## src/rtl/mii_net_crc32.sv

```systemverilog
// Byte-wide Ethernet CRC-32 (poly 0x04C11DB7, MSB-first register, LSB-first data)
// for MII/RMII: accumulates frame bytes, shifts the FCS out, exposes the raw register.
module mii_net_crc32 #(
   parameter logic [31:0] CRC_INIT = 32'hFFFFFFFF
) (
   input  logic        i_clk,
   input  logic        i_reset,
   input  logic [7:0]  d,
   input  logic        i_d_valid,
   input  logic        i_calc,
   input  logic        i_init,
   output logic [31:0] o_crc_reg,
   output logic [7:0]  o_crc
);

   localparam logic [31:0] POLY = 32'h04C11DB7;

   logic [31:0] crc_reg;
   logic [31:0] crc_next;

   // Eight serial steps unrolled into one XOR network; d[0] enters first.
   function automatic logic [31:0] next_crc8(input logic [31:0] c, input logic [7:0] b);
      logic [31:0] r;
      logic        fb;
      r = c;
      for (int i = 0; i < 8; i++) begin
         fb = r[31] ^ b[i];
         r  = {r[30:0], 1'b0} ^ (fb ? POLY : 32'h0);
      end
      return r;
   endfunction

   always_comb crc_next = next_crc8(crc_reg, d);

   always_ff @(posedge i_clk) begin
      if (i_reset)
         crc_reg <= CRC_INIT;
      else if (i_init)
         crc_reg <= CRC_INIT;
      else if (i_d_valid && i_calc)
         crc_reg <= crc_next;
      else if (i_d_valid)
         crc_reg <= {crc_reg[23:0], 8'hFF};
   end

   assign o_crc_reg = crc_reg;

   // Top register byte, bit-reversed and inverted, is the next FCS byte on the wire.
   for (genvar g = 0; g < 8; g++) begin : g_fcs
      assign o_crc[g] = ~crc_reg[31-g];
   end

endmodule

```

## config.mk

```make
export PLATFORM = sky130hd
export DESIGN_NAME = mii_net_crc32
export DESIGN_NICKNAME = d
export VERILOG_FILES = /design/src/rtl/mii_net_crc32.sv
export SDC_FILE = /design/constraint.sdc
export NUM_CORES = 1
export LEC_CHECK = 0
export ABC_AREA = 1
export CORE_MARGIN = 2
export CORE_UTILIZATION = 45
export CTS_CLUSTER_SIZE = 28
export DETAILED_ROUTE_END_ITERATION = 10
export PLACE_DENSITY = 0.86
export SLEW_MARGIN = 10
export SYNTH_ARGS = -nofsm -noshare
export SYNTH_HDL_FRONTEND = slang
export SYNTH_SLANG_ARGS = --single-unit
```

## constraint.sdc

```tcl
create_clock -name i_clk -period 1.5 [get_ports i_clk]
set_clock_uncertainty 0.2 [all_clocks]
set_input_delay 0.225 -clock i_clk [delete_from_list [all_inputs] [get_ports i_clk]]
set_output_delay 0.225 -clock i_clk [all_outputs]
set_load 0.01 [all_outputs]
```

==> results.cfg, run 1 <==
[timing]
worst_endpoint_kind = register input
grt_worst_setup_endpoint = o_crc_reg[12]$_SDFFE_PP1P_/D

[status]
firstError = [ERROR GRT-0232] Routing congestion too high. Check the congestion heatmap in the GUI.
lastStage = 5_1_grt
outcome = did not finish

[global_routing]
groute.usage.overall_pct = 76.8
grt_overflow = 77
grt_start_max_net_pins = 20

[clock_network]
cts_sinks = 32
numCtsBuffers = 5
cts_buffer_depth = 2
htree_levels = 2
cts_root_buf = clkbuf_8
cts_hold_buf = 0

[place]
dp_hpwl_um = 6370
place.gp.congestion = 1.00
preCtsSetupSlack_ns = -0.752
io_buffers = 52
dp.cells = 547

[synthesis]
async_flop_share_pct = 0
synth_warnings = 0
synth_nets = 388
netlist_area_mm2 = 0.00227
synth_edf_count = 0
ys_ff_latch = 32
synth_top_flop_cell = dfxtp_1
syn_avg_cell_area_um2 = 6.07
synth_cell_types = 27
synthCells = 375
yosysSeqAreaShare_pct = 28.2

[floorplan]
die_w_um = 75.1
start_util_pct = 47.5
die_y_um = 75.1
rows = 25
io_pins = 53
==> layer usage <==
layer	global-route usage (%)	GRT overflow
met5	1.85	0
met4	90.5	36
met3	54.6	1
met2	97.5	39
met1	73.9	1
==> kinds of logic after synthesis <==
group	synth area share (%)
AND/OR/NAND/NOR	39.8
XOR/XNOR	8.80
AO/OA/AOI/OAI	14.1
flip-flops	28.2
buffers and inverters	9.13
==> per-stage QoR <==
step | setup TNS [ns] | hold WS (ns) | cell area [um^2] | util [%]
after floorplan | -0.133 | 0.192 | 2430 | -
after global placement | -17.60 | 0.282 | 3460 | 72.2
after detailed placement | -17.96 | 0.298 | 3460 | 72.2
after CTS | -3.44 | 0.312 | 4270 | 89.2
==> timing repair <==
action | in CTS
gates cloned | 1
setup endpoints to repair | 70
resized for setup | 205
pin swaps | 63
buffers inserted | 20
==> cell usage after synthesis, types with 2 or more instances <==
cell type / n / share of area (%)
nand2_1: 152 / 25
nand3_1: 42 / 9.2
dfxtp_1: 32 / 28
inv_1: 28 / 4.6
a21oi_1: 25 / 5.5
xor2_1: 16 / 6.2
nor2_1: 15 / 2.5
o21ai_0: 12 / 2.6
o211ai_1: 10 / 3.3
inv_2: 5 / 0.83
o21ai_1: 5 / 1.1
xnor2_1: 5 / 1.9
clkbuf_1: 4 / 0.66
nand2_2: 4 / 1.1
clkinv_1: 3 / 0.50
clkbuf_8: 2 / 1.2
dlymetal6s2s_1: 2 / 1.1
nand4_1: 2 / 0.55
o21bai_1: 2 / 0.66
or2_2: 2 / 0.55
==> run 2, diff against run 1 <==
--- a/config.mk
+++ b/config.mk
@@ -7,10 +7,9 @@
 export LEC_CHECK = 0
 export ABC_AREA = 1
 export CORE_MARGIN = 2
-export CORE_UTILIZATION = 45
-export CTS_CLUSTER_SIZE = 28
+export CORE_UTILIZATION = 30
 export DETAILED_ROUTE_END_ITERATION = 10
-export PLACE_DENSITY = 0.86
+export PLACE_DENSITY_LB_ADDON = 0.15
 export SLEW_MARGIN = 10
 export SYNTH_ARGS = -nofsm -noshare
 export SYNTH_HDL_FRONTEND = slang
==> constraint.sdc (replaced) <==
create_clock -name i_clk -period 2 [get_ports i_clk]
set_clock_uncertainty 0.2 [all_clocks]
set_input_delay 0.3 -clock i_clk [delete_from_list [all_inputs] [get_ports i_clk]]
set_output_delay 0.3 -clock i_clk [all_outputs]
set_load 0.01 [all_outputs]
==> results.cfg, run 2 <==
[synthesis]
yosysSeqAreaShare_pct = 28.2
synth_edf_count = 0
async_flop_share_pct = 0
synth_cell_types = 27
syn_avg_cell_area_um2 = 6.07
synth_nets = 388
synth_area_leaders = dfxtp_1 28%, nand2_1 25%, nand3_1 9.2%
ys_ff_latch = 32
synth.top_cell.area_share_pct = 28.2
synth_common_cells = 152 x nand2_1, 42 x nand3_1, 32 x dfxtp_1
synth_top_flop_cell = dfxtp_1
synthCells = 375
yosysTopAreaCell = dfxtp_1
synth_warnings = 0
synth.most_common_cell = nand2_1
netlist_area_mm2 = 0.00227

[global_routing]
grt_pass1_wl_um = 12800
grt_pass1_vias = 2584
grt_start_max_net_pins = 31
groute.usage.overall_pct = 19.3
grt_overflow = 0
antenna_found_initial = 0

[hold_path]
hold_class = reg -> reg

[timing]
tightest_slew_ns = 0.392
timing.final.crit_share_pct = 92.8
maxSlewViolCount = 0
grt_setup_unrepaired = no
fin_crit_ns = 1.86
slew_headroom_pct = 73.8
setup-violations-final = 0
max_freq_mhz = 539
finalHoldViolCount = 0

[power_and_ir_drop]
peakVddDrop_mv = 0.247
p_seq_share_pct = 36.3
p_comb_share_pct = 38.3
leakage_nw = 1.72
power_density_mw_per_mm2 = 564
clock_power_share_pct = 25.4
p_int_mw = 1.23
swShare_pct = 35.7
power_switching_uw = 681

[floorplan]
rows = 31
die_area_mm2 = 0.00829
io_pins = 53
coreArea_mm2 = 0.00729
die_w_um = 91.1
start_util_pct = 31.2
die_y_um = 91.1

[routing]
drt_wl_total_um = 7540
wl_per_cell_um = 13.2
vias_per_cell = 4.63
route.vias.total = 2649
drcViolationCount = 0
dr.pass1.iters = 4
first_iter_violations = 186
ant_nets = 0

[setup_path]
cpPeakStageDelay_ns = 0.51
critPathRequiredTime_ns = 1.98
crit_chain = clkdlybuf4s50_1 -> xnor2_2 -> buf_4 -> nand3_1 -> nand2_2 -> o21bai_1 -> nand3_1 -> nand2_1 -> nand2_1
arrival_ns = 1.84
worstPathMaxFanout = 5
startpoint_type = primary input
critPathKind = in -> reg
cp_slowest_cell = clkdlybuf4s50_1
end_kind = flop

[clock_network]
path_clk_slew_ns = 0.07
cts_hold_buf = 0
cts_root_buf = clkbuf_8
numCtsBuffers = 5
htree_levels = 2
cts_tree = built
cts_buffer_depth = 2
clkLatencyLatePin_ns = 0.29
cts_sinks = 32

[place]
place.gp.congestion = 0.871
place_area_mm2 = 0.00322
dp_hpwl_um = 5830
dp.cells = 563
io_buffers = 52

[final_layout]
largest_reg_flops = 32
fill_cells = 808
antenna-diode-count = 0
stdcell_area_mm2 = 0.00338
syn_to_final_growth_pct = 48.6
nNetsFinal = 486
final_cell_mix = 144 x nand2_1, 49 x clkdlybuf4s50_1, 46 x buf_4
layoutNonFillerInstCount = 572
final_common_cell = nand2_1
drive_above_1_share_pct = 17.3

[status]
outcome = complete, no violations

[flow_run]
maxCapViolCount = 0
==> run 2: cell counts after synthesis <==
No cell type changed its count.
==> run 2: path summary, 6_finish.rpt <==
check	from	endpoint	slack, ns	depth (start not counted)
max	d[5]	o_crc_reg[6]$_SDFFE_PP1P_	0.14	9
min	o_crc_reg[9]$_SDFFE_PP1P_	o_crc_reg[9]$_SDFFE_PP1P_	0.31	2
max reg2reg	o_crc_reg[31]$_SDFFE_PP1P_	o_crc_reg[12]$_SDFFE_PP1P_	0.23	13
min reg2reg	o_crc_reg[9]$_SDFFE_PP1P_	o_crc_reg[9]$_SDFFE_PP1P_	0.31	2
==> run 2: power by group through the flow <==
stage | logic [mW] | registers [mW] | clock network [mW]
global route | 0.819 | 0.697 | 0.530
finish | 0.730 | 0.692 | 0.486
floorplan | 0.389 | 0.712 | 0
CTS | 0.706 | 0.691 | 0.504
global placement | 0.700 | 0.706 | 0
detailed placement | 0.701 | 0.706 | 0
==> run 2: stage by stage <==
step           power [mW]  utilization, %  worst slack [ns]  hold slack, ns  setup TNS (ns)
2_1_floorplan        1.10               -             0.317           0.268               0
3_3_place_gp         1.41            44.1            -0.298           0.294           -4.44
3_5_place_dp         1.41            44.1            -0.323           0.295           -4.78
4_1_cts              1.90            45.2            0.0117           0.313               0
5_1_grt              2.05            46.4            0.0103           0.351               0
6_report             1.91            46.4             0.143           0.306               0
==> run 2: cell families after synthesis <==
group	share of synthesized area, %
compound gates	14.1
xor+xnor	8.80
buf+inv	9.13
flops	28.2
simple gates	39.8
==> run 2: what timing repair did <==
item,4_1_cts,5_1_grt
pin swaps,0,2
resized for setup,1,17
gates cloned,0,0
buffers inserted,0,2
setup endpoints to repair,2,22
==> run 2: routing by layer <==
layer	track usage [%]	vias to the layer above	routed length [um]	share of wire [%]
met5	0	-	0	0
met4	6.69	0	115	1.5
met3	2.90	9	297	3.9
met2	31.2	56	3400	45
met1	26.1	1181	3730	49
li1	-	1403	-	-
==> run 2: worst max-delay path, delay by kind of cell <==
family                 cells  cell delay, ns
XOR/XNOR                   1            0.28
buffers and inverters      2            0.67
AND/OR/NAND/NOR            5            0.44
AO/OA/AOI/OAI              1            0.14
==> run 2: final cells by class <==
type	instances	area [um^2]	area share [%]
clock inverters	1	5.00	0.148
well taps	99	124	3.66
inverters	36	135	4.00
clock buffers	6	72.6	2.15
repair buffers	100	913	27.0
flip-flops and latches	32	642	19.0
multi-input cells	298	1490	44.0
Note: power is estimated with default switching activity, not from simulation.
==> run 3, diff against run 2 <==
--- a/config.mk
+++ b/config.mk
@@ -6,6 +6,7 @@
 export NUM_CORES = 1
 export LEC_CHECK = 0
 export ABC_AREA = 1
+export CORE_ASPECT_RATIO = 1.75
 export CORE_MARGIN = 2
 export CORE_UTILIZATION = 30
 export DETAILED_ROUTE_END_ITERATION = 10
==> results.cfg, run 3 (synthesis gave the netlist of run 2 again) <==
[final_layout]
largest_reg_flops = 32
antenna-diode-count = 0
final_cell_mix = 141 x nand2_1, 50 x buf_4, 48 x clkdlybuf4s50_1
final_core_util_pct = 47.3
syn_to_final_growth_pct = 55.1
drive_above_1_share_pct = 19.9
final_common_cell = nand2_1
fill_cells = 821
nNetsFinal = 489

[clock_network]
cts_buffer_depth = 2
path_clk_slew_ns = 0.05
cts_root_buf = clkbuf_16
clkLatencyLatePin_ns = 0.28
cts_tree = built
numCtsBuffers = 5
htree_levels = 2
cts_sinks = 32
cts_hold_buf = 0

[floorplan]
start_util_pct = 30.5
io_pins = 53
die_area_mm2 = 0.00832
die_w_um = 69.8
rows = 42
die_y_um = 119
coreArea_mm2 = 0.00746

[power_and_ir_drop]
power_density_mw_per_mm2 = 637
leakage_nw = 1.80
p_total_mw = 2.25
peakVddDrop_mv = 0.440

[routing]
wl_per_cell_um = 14.4
route.vias.total = 2694
ant_nets = 0
dr.pass1.iters = 4
first_iter_violations = 133
drt_wl_total_um = 8160
drcViolationCount = 0
vias_per_cell = 4.77

[global_routing]
grt_pass1_vias = 2559
grt_overflow = 0
antenna_found_initial = 0
grt_pass1_wl_um = 13000
groute.usage.overall_pct = 20.2
grt_start_max_net_pins = 20

[place]
io_buffers = 52
place.gp.congestion = 0.900
dp_hpwl_um = 6360

[setup_path]
end_kind = flop
cpPeakStageDelay_ns = 0.45
startpoint_type = primary input
arrival_ns = 1.87
worstPathMaxFanout = 8
critPathRequiredTime_ns = 1.98
crit_path_frequent_cell = nand2_1
cp_slowest_cell = clkdlybuf4s50_1
critPathKind = in -> reg
crit_chain = clkdlybuf4s50_1 -> inv_1 -> nand2_1 -> nand2_2 -> nand2_1 -> nand2_4 -> clkinv_4 -> or2_1 -> nand3_1 -> nand3_1 -> nand2_1 -> nand2_1

[timing]
slew_headroom_pct = 74.8
tightest_slew_ns = 0.378
timing.final.crit_share_pct = 94.4
tns_ns = 0
fin_crit_ns = 1.89
setup-violations-final = 0
maxSlewViolCount = 0
max_freq_mhz = 529
finalHoldViolCount = 0

[status]
outcome = complete, no violations

[hold_path]
hold_class = reg -> reg

[flow_run]
maxCapViolCount = 0
-- run 3: changes by cell type in the layout (fill, tap and decap cells not counted), sizes merged --
cell           change
dlymetal6s2s       +1
clkdlybuf4s50      -1
inv                -1
buf                +3
clkbuf             +2
-- run 3: worst max-delay path, delay by kind of cell --
family                 cells  cell delay (ns)
AND/OR/NAND/NOR            9             0.89
buffers and inverters      3             0.66
-- run 3: path summary, 6_finish.rpt --
check | start | to | slack, ns | depth (start not counted)
setup reg to reg | o_crc_reg[28]$_SDFFE_PP1P_ | o_crc_reg[12]$_SDFFE_PP1P_ | 0.20 | 10
hold reg to reg | o_crc_reg[8]$_SDFFE_PP1P_ | o_crc_reg[16]$_SDFFE_PP1P_ | 0.32 | 1
setup / recovery | d[1] | o_crc_reg[11]$_SDFFE_PP1P_ | 0.11 | 12
hold / removal | o_crc_reg[8]$_SDFFE_PP1P_ | o_crc_reg[16]$_SDFFE_PP1P_ | 0.32 | 1
-- run 3: power by group --
part,total (mW),internal [mW],leakage [nW],switching (mW)
registers,0.694,0.664,0.262,0.0294
clock network,0.784,0.496,0.0712,0.288
logic,0.769,0.344,1.46,0.424
total,2.25,1.51,1.80,0.741
-- run 3: stage by stage --
stage | setup WS, ns | hold slack, ns | cell area (um^2) | cells
finish | 0.111 | 0.317 | 3530 | 565
global route | -0.00434 | 0.343 | 3530 | 565
CTS | 0.00193 | 0.322 | 3370 | 563
detailed placement | -0.373 | 0.307 | 3210 | 555
global placement | -0.369 | 0.303 | 3210 | 555
floorplan | 0.317 | 0.268 | 2270 | 375
-- run 3: area by class of cell --
type                       count  area (um^2)  area share, %
clock buffer                   8          146           4.15
multi-input combinational    298         1560           44.3
tap                           88          110           3.12
timing repair buffer         103          926           26.3
inverter                      36          140           3.97
sequential                    32          641           18.2
-- run 3: per-layer routing --
layer / GRT usage, % / share of wire, % / vias up
li1: - / - / 1409
met1: 23.2 / 40 / 1229
met5: 0 / 0 / -
met4: 6.13 / 1.6 / 0
met3: 2.62 / 3.2 / 10
met2: 38.0 / 55 / 46
-- run 3: timing repair --
| item | 4_1_cts | 5_1_grt |
|---|---|---|
| setup buffers | 0 | 2 |
| gates resized for setup | 3 | 35 |
| pin swaps | 0 | 4 |
| setup endpoints to repair | 8 | 24 |
